[config.mk]
export PLATFORM = sky130hd
export DESIGN_NAME = fft_sequencer_flat
export DESIGN_NICKNAME = d
export VERILOG_FILES = /design/src/rtl/fft_sequencer_if.sv /design/src/rtl/fft_sequencer.sv /design/src/flat_wrapper.sv
export SDC_FILE = /design/constraint.sdc
export NUM_CORES = 1
export LEC_CHECK = 0
export BUFFER_PORTS_ARGS = -buffer_cell sky130_fd_sc_hd__buf_2
export CAP_MARGIN = 20
export CORE_AREA = 3 3 68 70
export CTS_BUF_LIST = sky130_fd_sc_hd__clkbuf_8
export CTS_CLUSTER_SIZE = 12
export DETAILED_ROUTE_END_ITERATION = 10
export DIE_AREA = 0 0 71 73
export PLACE_DENSITY = 0.79
export SYNTH_ARGS = -nofsm -noshare
export SYNTH_HDL_FRONTEND = slang
export SYNTH_SLANG_ARGS = --single-unit
[constraint.sdc]
create_clock -name clk -period 5.1 [get_ports clk]
set_clock_uncertainty 0.05 [all_clocks]
set_input_delay 0.255 -clock clk [delete_from_list [all_inputs] [get_ports clk]]
set_output_delay 0.255 -clock clk [all_outputs]
set_load 0.01 [all_outputs]
[src/rtl/fft_sequencer_if.sv]
// Control/status and memory-address bundle of the radix-2 FFT sequencer.
// cycle_count is present only when FFT_SEQ_CYCLE_CNT_EN is defined.
interface fft_sequencer_if #(
    parameter int LOG2N = 4
);
    logic             start;
    logic             busy;
    logic             done;
    logic             rd_en;
    logic [LOG2N-1:0] rd_addr_a;
    logic [LOG2N-1:0] rd_addr_b;
    logic [LOG2N-2:0] tw_addr;
    logic             wr_en;
    logic [LOG2N-1:0] wr_addr_a;
    logic [LOG2N-1:0] wr_addr_b;
    logic [LOG2N-1:0] stage;
`ifdef FFT_SEQ_CYCLE_CNT_EN
    logic [15:0]      cycle_count;
`endif

    modport master (
        input  start,
        output busy, done, rd_en, rd_addr_a, rd_addr_b, tw_addr,
               wr_en, wr_addr_a, wr_addr_b, stage
`ifdef FFT_SEQ_CYCLE_CNT_EN
        , output cycle_count
`endif
    );

    modport slave (
        output start,
        input  busy, done, rd_en, rd_addr_a, rd_addr_b, tw_addr,
               wr_en, wr_addr_a, wr_addr_b, stage
`ifdef FFT_SEQ_CYCLE_CNT_EN
        , input cycle_count
`endif
    );
endinterface

[src/rtl/fft_sequencer.sv]
// In-place radix-2 DIT FFT address/strobe sequencer with stage drain bubbles.
// Optional busy-cycle counter enabled by defining FFT_SEQ_CYCLE_CNT_EN.
module fft_sequencer #(
    parameter int LOG2N    = 4,
    parameter int MEM_LAT  = 1,
    parameter int BFLY_LAT = 2
) (
    input  logic            clk,
    input  logic            reset,
    fft_sequencer_if.master bus
);
    localparam int L  = MEM_LAT + BFLY_LAT;
    localparam int JW = LOG2N - 1;
    localparam int CW = $clog2(L + 1);
    localparam logic [JW-1:0]    J_LAST = '1;
    localparam logic [LOG2N-1:0] S_LAST = LOG2N'(LOG2N - 1);
    localparam logic [CW-1:0]    D_LAST = CW'(L - 1);

    typedef enum logic [1:0] {IDLE, ISSUE, DRAIN, FINISH} state_t;

    typedef struct packed {
        logic [LOG2N-1:0] a;
        logic [LOG2N-1:0] b;
        logic [JW-1:0]    tw;
    } addr_t;

    function automatic addr_t bfly_addr(input logic [LOG2N-1:0] s, input logic [JW-1:0] j);
        addr_t            r;
        logic [LOG2N-1:0] jw;
        logic [LOG2N-1:0] half;
        logic [LOG2N-1:0] pos;
        jw   = {1'b0, j};
        half = LOG2N'(1) << s;
        pos  = jw & (half - 1'b1);
        r.a  = ((jw >> s) << (s + 1'b1)) | pos;
        r.b  = r.a + half;
        r.tw = JW'(pos << (S_LAST - s));
        return r;
    endfunction

    state_t           r_state;
    logic [LOG2N-1:0] r_stage;
    logic [JW-1:0]    r_j;
    logic [CW-1:0]    r_drain;
    logic             r_busy;
    logic             r_done;
    logic             r_rd_en;
    addr_t            r_rd;

    always_ff @(posedge clk) begin
        if (reset) begin
            r_state <= IDLE;
            r_stage <= '0;
            r_j     <= '0;
            r_drain <= '0;
            r_busy  <= 1'b0;
            r_done  <= 1'b0;
            r_rd_en <= 1'b0;
            r_rd    <= '0;
        end else begin
            r_done <= 1'b0;
            case (r_state)
                IDLE: begin
                    if (bus.start) begin
                        r_state <= ISSUE;
                        r_stage <= '0;
                        r_j     <= '0;
                        r_busy  <= 1'b1;
                        r_rd_en <= 1'b1;
                        r_rd    <= bfly_addr('0, '0);
                    end
                end
                ISSUE: begin
                    if (r_j == J_LAST) begin
                        r_state <= DRAIN;
                        r_rd_en <= 1'b0;
                        r_drain <= '0;
                    end else begin
                        r_j  <= r_j + 1'b1;
                        r_rd <= bfly_addr(r_stage, r_j + 1'b1);
                    end
                end
                DRAIN: begin
                    // Bubble until the stage's last write has left the pipeline.
                    if (r_drain != D_LAST) begin
                        r_drain <= r_drain + 1'b1;
                    end else if (r_stage != S_LAST) begin
                        r_state <= ISSUE;
                        r_stage <= r_stage + 1'b1;
                        r_j     <= '0;
                        r_rd_en <= 1'b1;
                        r_rd    <= bfly_addr(r_stage + 1'b1, '0);
                    end else begin
                        r_state <= FINISH;
                        r_busy  <= 1'b0;
                        r_done  <= 1'b1;
                    end
                end
                FINISH:  r_state <= IDLE;
                default: r_state <= IDLE;
            endcase
        end
    end

    // Write-back pipeline: entry p0 is one cycle after the read, entry L-1 is the write.
    logic             r_wr_vld_p [L];
    logic [LOG2N-1:0] r_wr_a_p   [L];
    logic [LOG2N-1:0] r_wr_b_p   [L];

    always_ff @(posedge clk) begin
        if (reset) begin
            for (int i = 0; i < L; i++) begin
                r_wr_vld_p[i] <= 1'b0;
                r_wr_a_p[i]   <= '0;
                r_wr_b_p[i]   <= '0;
            end
        end else begin
            r_wr_vld_p[0] <= r_rd_en;
            r_wr_a_p[0]   <= r_rd.a;
            r_wr_b_p[0]   <= r_rd.b;
            for (int i = 1; i < L; i++) begin
                r_wr_vld_p[i] <= r_wr_vld_p[i-1];
                r_wr_a_p[i]   <= r_wr_a_p[i-1];
                r_wr_b_p[i]   <= r_wr_b_p[i-1];
            end
        end
    end

    assign bus.busy      = r_busy;
    assign bus.done      = r_done;
    assign bus.rd_en     = r_rd_en;
    assign bus.rd_addr_a = r_rd.a;
    assign bus.rd_addr_b = r_rd.b;
    assign bus.tw_addr   = r_rd.tw;
    assign bus.stage     = r_stage;
    assign bus.wr_en     = r_wr_vld_p[L-1];
    assign bus.wr_addr_a = r_wr_a_p[L-1];
    assign bus.wr_addr_b = r_wr_b_p[L-1];

`ifdef FFT_SEQ_CYCLE_CNT_EN
    function automatic logic [15:0] sat_inc16(input logic [15:0] v);
        return (v == 16'hFFFF) ? v : v + 16'd1;
    endfunction

    logic [15:0] r_cycle_count;

    always_ff @(posedge clk) begin
        if (reset) begin
            r_cycle_count <= '0;
        end else if (r_state == IDLE && bus.start) begin
            r_cycle_count <= '0;
        end else if (r_busy) begin
            r_cycle_count <= sat_inc16(r_cycle_count);
        end
    end

    assign bus.cycle_count = r_cycle_count;
`endif
endmodule

[src/flat_wrapper.sv]
// flat-port wrapper written by rule: the top's interface ports become plain ports
module fft_sequencer_flat 
#(
    parameter int LOG2N    = 4,
    parameter int MEM_LAT  = 1,
    parameter int BFLY_LAT = 2
)
  (clk, reset, bus_start, bus_busy, bus_done, bus_rd_en, bus_rd_addr_a, bus_rd_addr_b, bus_tw_addr, bus_wr_en, bus_wr_addr_a, bus_wr_addr_b, bus_stage);
  fft_sequencer_if #(.LOG2N(LOG2N)) bus_i ();
  input  logic clk;
  input  logic reset;
  input wire logic [$bits(bus_i.start)-1:0] bus_start;
  output wire logic [$bits(bus_i.busy)-1:0] bus_busy;
  output wire logic [$bits(bus_i.done)-1:0] bus_done;
  output wire logic [$bits(bus_i.rd_en)-1:0] bus_rd_en;
  output wire logic [$bits(bus_i.rd_addr_a)-1:0] bus_rd_addr_a;
  output wire logic [$bits(bus_i.rd_addr_b)-1:0] bus_rd_addr_b;
  output wire logic [$bits(bus_i.tw_addr)-1:0] bus_tw_addr;
  output wire logic [$bits(bus_i.wr_en)-1:0] bus_wr_en;
  output wire logic [$bits(bus_i.wr_addr_a)-1:0] bus_wr_addr_a;
  output wire logic [$bits(bus_i.wr_addr_b)-1:0] bus_wr_addr_b;
  output wire logic [$bits(bus_i.stage)-1:0] bus_stage;
  assign bus_i.start = bus_start;
  assign bus_busy = bus_i.busy;
  assign bus_done = bus_i.done;
  assign bus_rd_en = bus_i.rd_en;
  assign bus_rd_addr_a = bus_i.rd_addr_a;
  assign bus_rd_addr_b = bus_i.rd_addr_b;
  assign bus_tw_addr = bus_i.tw_addr;
  assign bus_wr_en = bus_i.wr_en;
  assign bus_wr_addr_a = bus_i.wr_addr_a;
  assign bus_wr_addr_b = bus_i.wr_addr_b;
  assign bus_stage = bus_i.stage;
  fft_sequencer #(.LOG2N(LOG2N), .MEM_LAT(MEM_LAT), .BFLY_LAT(BFLY_LAT)) u_core (.clk(clk), .reset(reset), .bus(bus_i));
endmodule
; Yosys cells after proc, flatten, opt, wreduce, memory -nomap -nowiden
; Memory sizes are Yosys's and may differ from the RTL's.
; Index checks and enable logic that the tools add are counted.
[op_classes]
addsub = 9
n_eq_ne = 13
shifts = 8
muxes = 43
bitwise_logic = 12
reduce_logical = 11
[op_table]
columns = operator, n
row1 = $mux 11, 4
row2 = $mux 4, 9
row3 = $pmux 11 s3, 1
row4 = $mux 1, 13
row5 = $mux 2, 6
row6 = $mux 3, 4
row7 = $ne 2x2->1 const B, 5
row8 = $reduce_and 5->1, 2
row9 = $or 1x1->1, 9
row10 = $pmux 3 s3, 1
row11 = $add 4x1->4 const B, 2
row12 = $add 4x4->4, 2
row13 = $pmux 2 s4, 1
row14 = $pmux 4 s2, 1
row15 = $reduce_and 4->1, 2
row16 = $shl 1x4->4 const A, 2
row17 = $shl 4x4->4, 2
row18 = $sub 2x4->4 const A, 2
row19 = $ne 2x1->1 const B, 3
row20 = $reduce_and 3->1, 2
row21 = $and 3x4->4, 1
row22 = $eq 2x2->1 const B, 2
row23 = $ne 4x2->1 const B, 1
row24 = $or 4x4->4, 1
row25 = other kinds (17), 18
[word_totals]
register_bits = 25
ramBits = 27
in_bits = 3
wordCells = 109
n_memories = 3
[memory_table]
columns = memory, depth, width, rd, rd_ports_with_merged_regs, write_ports, line
row1 = u_core.r_wr_a_p, 3, 4, 3, 0, 3, fft_sequencer.sv:107  ; logic [LOG2N-1:0] r_wr_a_p [L];
row2 = u_core.r_wr_b_p, 3, 4, 3, 0, 3, fft_sequencer.sv:108  ; logic [LOG2N-1:0] r_wr_b_p [L];
row3 = u_core.r_wr_vld_p, 3, 1, 3, 0, 3, fft_sequencer.sv:106  ; logic r_wr_vld_p [L];

; Depth between registers and ports, before layout
[logic_depth]
ltp_word = 7
mapped_depth = 14

; Worst setup path before layout
; No wires, ideal clock.
[synth_timing]
path_kind = register to register
startpoint = reg u_core.r_stage[2] (netlist: u_core.bus.stage[2])
endpoint = reg u_core.r_rd, in the netlist u_core.bus.rd_addr_b[3]
setup_time_ns = 0.131
arrival_time_ns = 2.736
t_required_ns = 4.919
path_slack_ns = 2.183
stages_incl_launch_ff = 15
path_buffers = 1
period_less_slack_ns = 2.917
path_cell_list = dfxtp_1 buf_2 or2_1 nor3_1 inv_1 ha_1 nor2b_1 a31oi_1 inv_1 ha_1 a21o_1 a21oi_1 xor2_1 xnor2_1 o22ai_1
[synth_via]
elab_chain_len = 7
word_cells_on_any_way = 20
classes_between = add/sub (5) / eq/ne (2) / shift (6) / mux (4) / bitwise (2) / reduce/logical (1)
[synth_lines]
columns = element, line
row1 = from (decl), fft_sequencer.sv:42  ; logic [LOG2N-1:0] r_stage;
row2 = from (signal assigned), fft_sequencer.sv:89  ; r_stage <= r_stage + 1'b1;
row3 = $add 4x1->4 / $shl 1x4->4 (equally long branches), "fft_sequencer.sv:35, fft_sequencer.sv:92, fft_sequencer.sv:33"
row4 = "$add 4x1->4, or another cell as far along", fft_sequencer.sv:35  ; r.a = ((jw >> s) << (s + 1'b1)) | pos;
row5 = $shl 4x4->4 / $and 3x4->4 (equally long branches), "fft_sequencer.sv:35, fft_sequencer.sv:34"
row6 = $add 4x4->4 / $or 4x4->4 (equally long branches), "fft_sequencer.sv:36, fft_sequencer.sv:35"
row7 = $mux 11 / $add 4x4->4 (equally long branches), "fft_sequencer.sv:87, fft_sequencer.sv:36"
row8 = $mux 11 (on tied branches), "fft_sequencer.sv:85, fft_sequencer.sv:74"
row9 = $pmux 11 s3, fft_sequencer.sv:62  ; case (r_state)
row10 = to (signal assigned), fft_sequencer.sv:70  ; r_rd <= bfly_addr('0, '0);
row11 = to (signal assigned), fft_sequencer.sv:80  ; r_rd <= bfly_addr(r_stage, r_j + 1'b1);
row12 = to (signal assigned), fft_sequencer.sv:92  ; r_rd <= bfly_addr(r_stage + 1'b1, '0);
row13 = to (decl), fft_sequencer.sv:48  ; addr_t r_rd;
; Several ways; a longest one is shown, not always the timed one. The select of a mux whose other input is x is not followed.
; A chain may end at the register's enable or synchronous reset.

; Worst setup path in the final report
[layout_timing]
startpoint = reg u_core.r_stage[0] (netlist: u_core.bus.stage[0])
endpoint = reg u_core.r_rd, in the netlist u_core.bus.rd_addr_b[1]
; Same word-level chain as after synthesis.

==> metrics.cfg <==
[status]
run_status = complete, no violations

[sta]
clock.fmax_mhz = 294
fin_crit_ns = 3.40
hold_violations = 0
setup_viol_count_final = 0
report.final.slew_viol_count = 0
rsz0062_at_grt = false
worst_pin_slew_ns = 0.857
slew_headroom_pct = 42.9
fin_tns_setup_ns = 0
finalCritPeriodShare_pct = 66.7

[clocking]
clk_latency_ns = 0.31
cts_resized = 0
clk_pin_slew_ns = 0.10
htreeDepth = 2
cts_buffers = 5
cts_root_buf = clkbuf_8
tritoncts = done
clock_path_buffers = 2
cts.sinks = 52
cts_setup_buffers = 0
holdBufCountCts = 0

[logic_synthesis]
synth.distinct_cells = 45
synthTopCellsByArea = dfxtp_1 44%, nor2b_1 8.1%, ha_1 6.8%
synth_top_flop_cell = dfxtp_1
synth.net_count = 283
synth.most_common_cell = dfxtp_1
synth_warnings = 0
synth_edf_count = 0
syn-mean-instance-area_um2 = 8.98
synthCells = 266
syn_area_mm2 = 0.00239
synth_common_cells = 52 x dfxtp_1, 31 x nor2b_1, 21 x nor2_1
synth_top_area_share_pct = 43.6
yosysTopAreaCell = dfxtp_1
ys_seq_area_share_pct = 43.6
ys_async_sr_fraction_pct = 0
synth_seq_cells = 52

[critical_path]
rrSetupSlack_ns = 1.70
crit_fanout = 19
max_stage_delay_ns = 0.74
arrival_ns = 3.52
startpoint_type = flop
path_buf_inv = 2
worst_setup_path_end_kind = flop
critPathTopFamily = adder cells
path_class = reg2reg
path_cells = ha_1 -> xnor2_1 -> nor2b_1 -> nand3_1 -> a21oi_1 -> ha_1 -> inv_1 -> fa_1 -> inv_1 -> a32o_1 -> nand3_1 -> a21oi_1
crit_path_top_delay_cell = dfxtp_1
critPathRequiredTime_ns = 5.22

[pwr]
leakagePower_nw = 1.12
p_per_area_mw_per_mm2 = 373
ir_drop_mv = 0.229

[grt]
grt_pass1_vias = 1666
grtUsageTotal_pct = 19.0
globalRouteOverflowTotal = 0
grt_antenna_before_repair = 0
grt_pass1_wl_um = 7720
grt_max_degree = 51

[floorplanning]
initial_core_util_pct = 59.3
rows = 23
io_pins = 30
die_area_mm2 = 0.00518
coreArea_mm2 = 0.00403
chipHeight_um = 73
die_w_um = 71

[job]
max-cap-violations = 0

[cells_and_area]
final_cell_area_mm2 = 0.00258
fin_util_pct = 63.9
fillers = 368
insertedDiodeCount = 0
syn_to_final_growth_pct = 7.86
drive_gt1_share_pct = 15.7
fin_nets = 297

[detailed_routing]
first_pass_iters = 4
wl_per_cell_um = 13.1
wl_um = 4340
drc_errors = 0
dr_total_vias = 1804
detail-route-antenna-nets = 0
viasPerCell = 5.45
drt_iter0_markers = 123

[hold_path]
hold_class = in2reg

[place]
gp_congestion = 0.926
placed_area_mm2 = 0.00248
portBuffers = 29
dp_hpwl_um = 3020

## cell families (layout without fill, tap and decap cells)
logic type               after synthesis  count (layout)  share of synthesized area, %
adder cells (fa/ha/maj)               14              14                          7.65
flip-flops                            52              52                          43.6
AO/OA/AOI/OAI                         53              53                          15.8
buffers and inverters                 34              49                          6.76
multiplexers                           1               1                         0.419
AND/OR/NAND/NOR                      106             106                          23.6
XOR/XNOR                               6               6                          2.20
## cells in the final DEF, fill, tap and decap left out, drive strengths merged, types with 9 or more instances in the layout
cell type,instances
dfxtp,52
nor2b,31
buf,29
nor2,21
a21oi,19
nand2,18
ha,13
inv,13
nand3,9
nor3,9
o21ai,9
## path summary, 6_finish.rpt
path | from | end | cells past startpoint
max | u_core.bus.stage[0] | u_core.bus.rd_addr_b[1] | 12
min | bus_start | u_core.bus.busy | 3
max reg2reg | u_core.bus.stage[0] | u_core.bus.rd_addr_b[1] | 12
min reg2reg | u_core.r_wr_b_p[0][5] | u_core.r_wr_b_p[0][9] | 1
## routing by layer
metal | wire (um) | GRT usage, % | vias to the layer above | part of all wire, %
li1 | - | - | 925 | -
met1 | 2150 | 25.8 | 818 | 50
met2 | 1860 | 28.2 | 51 | 43
met3 | 206 | 3.86 | 10 | 4.8
met4 | 120 | 10.6 | 0 | 2.8
met5 | 0 | 0 | - | 0
## sequential cells by signal, indices dropped and copies added (netlist names), 2 cells and up
name / cells
u_core.bus.rd_addr_b: 4
u_core.r_wr_vld_p: 3
u_core.bus.tw_addr: 3
u_core.r_j: 3
u_core.bus.rd_addr_a: 4
u_core.r_wr_a_p: 12
u_core.r_drain: 2
u_core.bus.stage: 4
u_core.r_state: 2
u_core.r_wr_b_p: 12
## power breakdown
group | switching (mW) | total, mW | leakage (nW) | internal (mW)
clock | 0.143 | 0.243 | 0.0463 | 0.101
sequential | 0.0193 | 0.455 | 0.421 | 0.436
combinational | 0.167 | 0.261 | 0.651 | 0.0946
total | 0.329 | 0.960 | 1.12 | 0.632
## cell type report
cell class                 count  area [um^2]  share of cell area (%)
timing repair buffer          29          145                    5.63
sequential                    52         1040                    40.4
clock buffer                   5         68.8                    2.67
multi-input combinational    180         1190                    46.0
tap                           50         62.6                    2.43
inverter                      12         45.0                    1.75
clock inverter                 3         27.5                    1.07
## stage by stage
stage	std cells	power (mW)	setup slack, ns	hold WS (ns)
after floorplan	266	0.663	2.18	0.288
final	331	0.960	1.70	0.216
after global routing	331	1.02	1.50	0.253
after CTS	331	0.965	1.77	0.217
after detailed placement	323	0.723	1.79	0.372
after global placement	323	0.720	1.82	0.365
## tightest hold or removal path: cells and delay by family
kind | cells | cell delay [ns]
AOI/OAI and AO/OA | 1 | 0.07
and+or+nand+nor | 1 | 0.11
buffers and inverters | 1 | 0.10
Power figures use the tool's default switching activity.
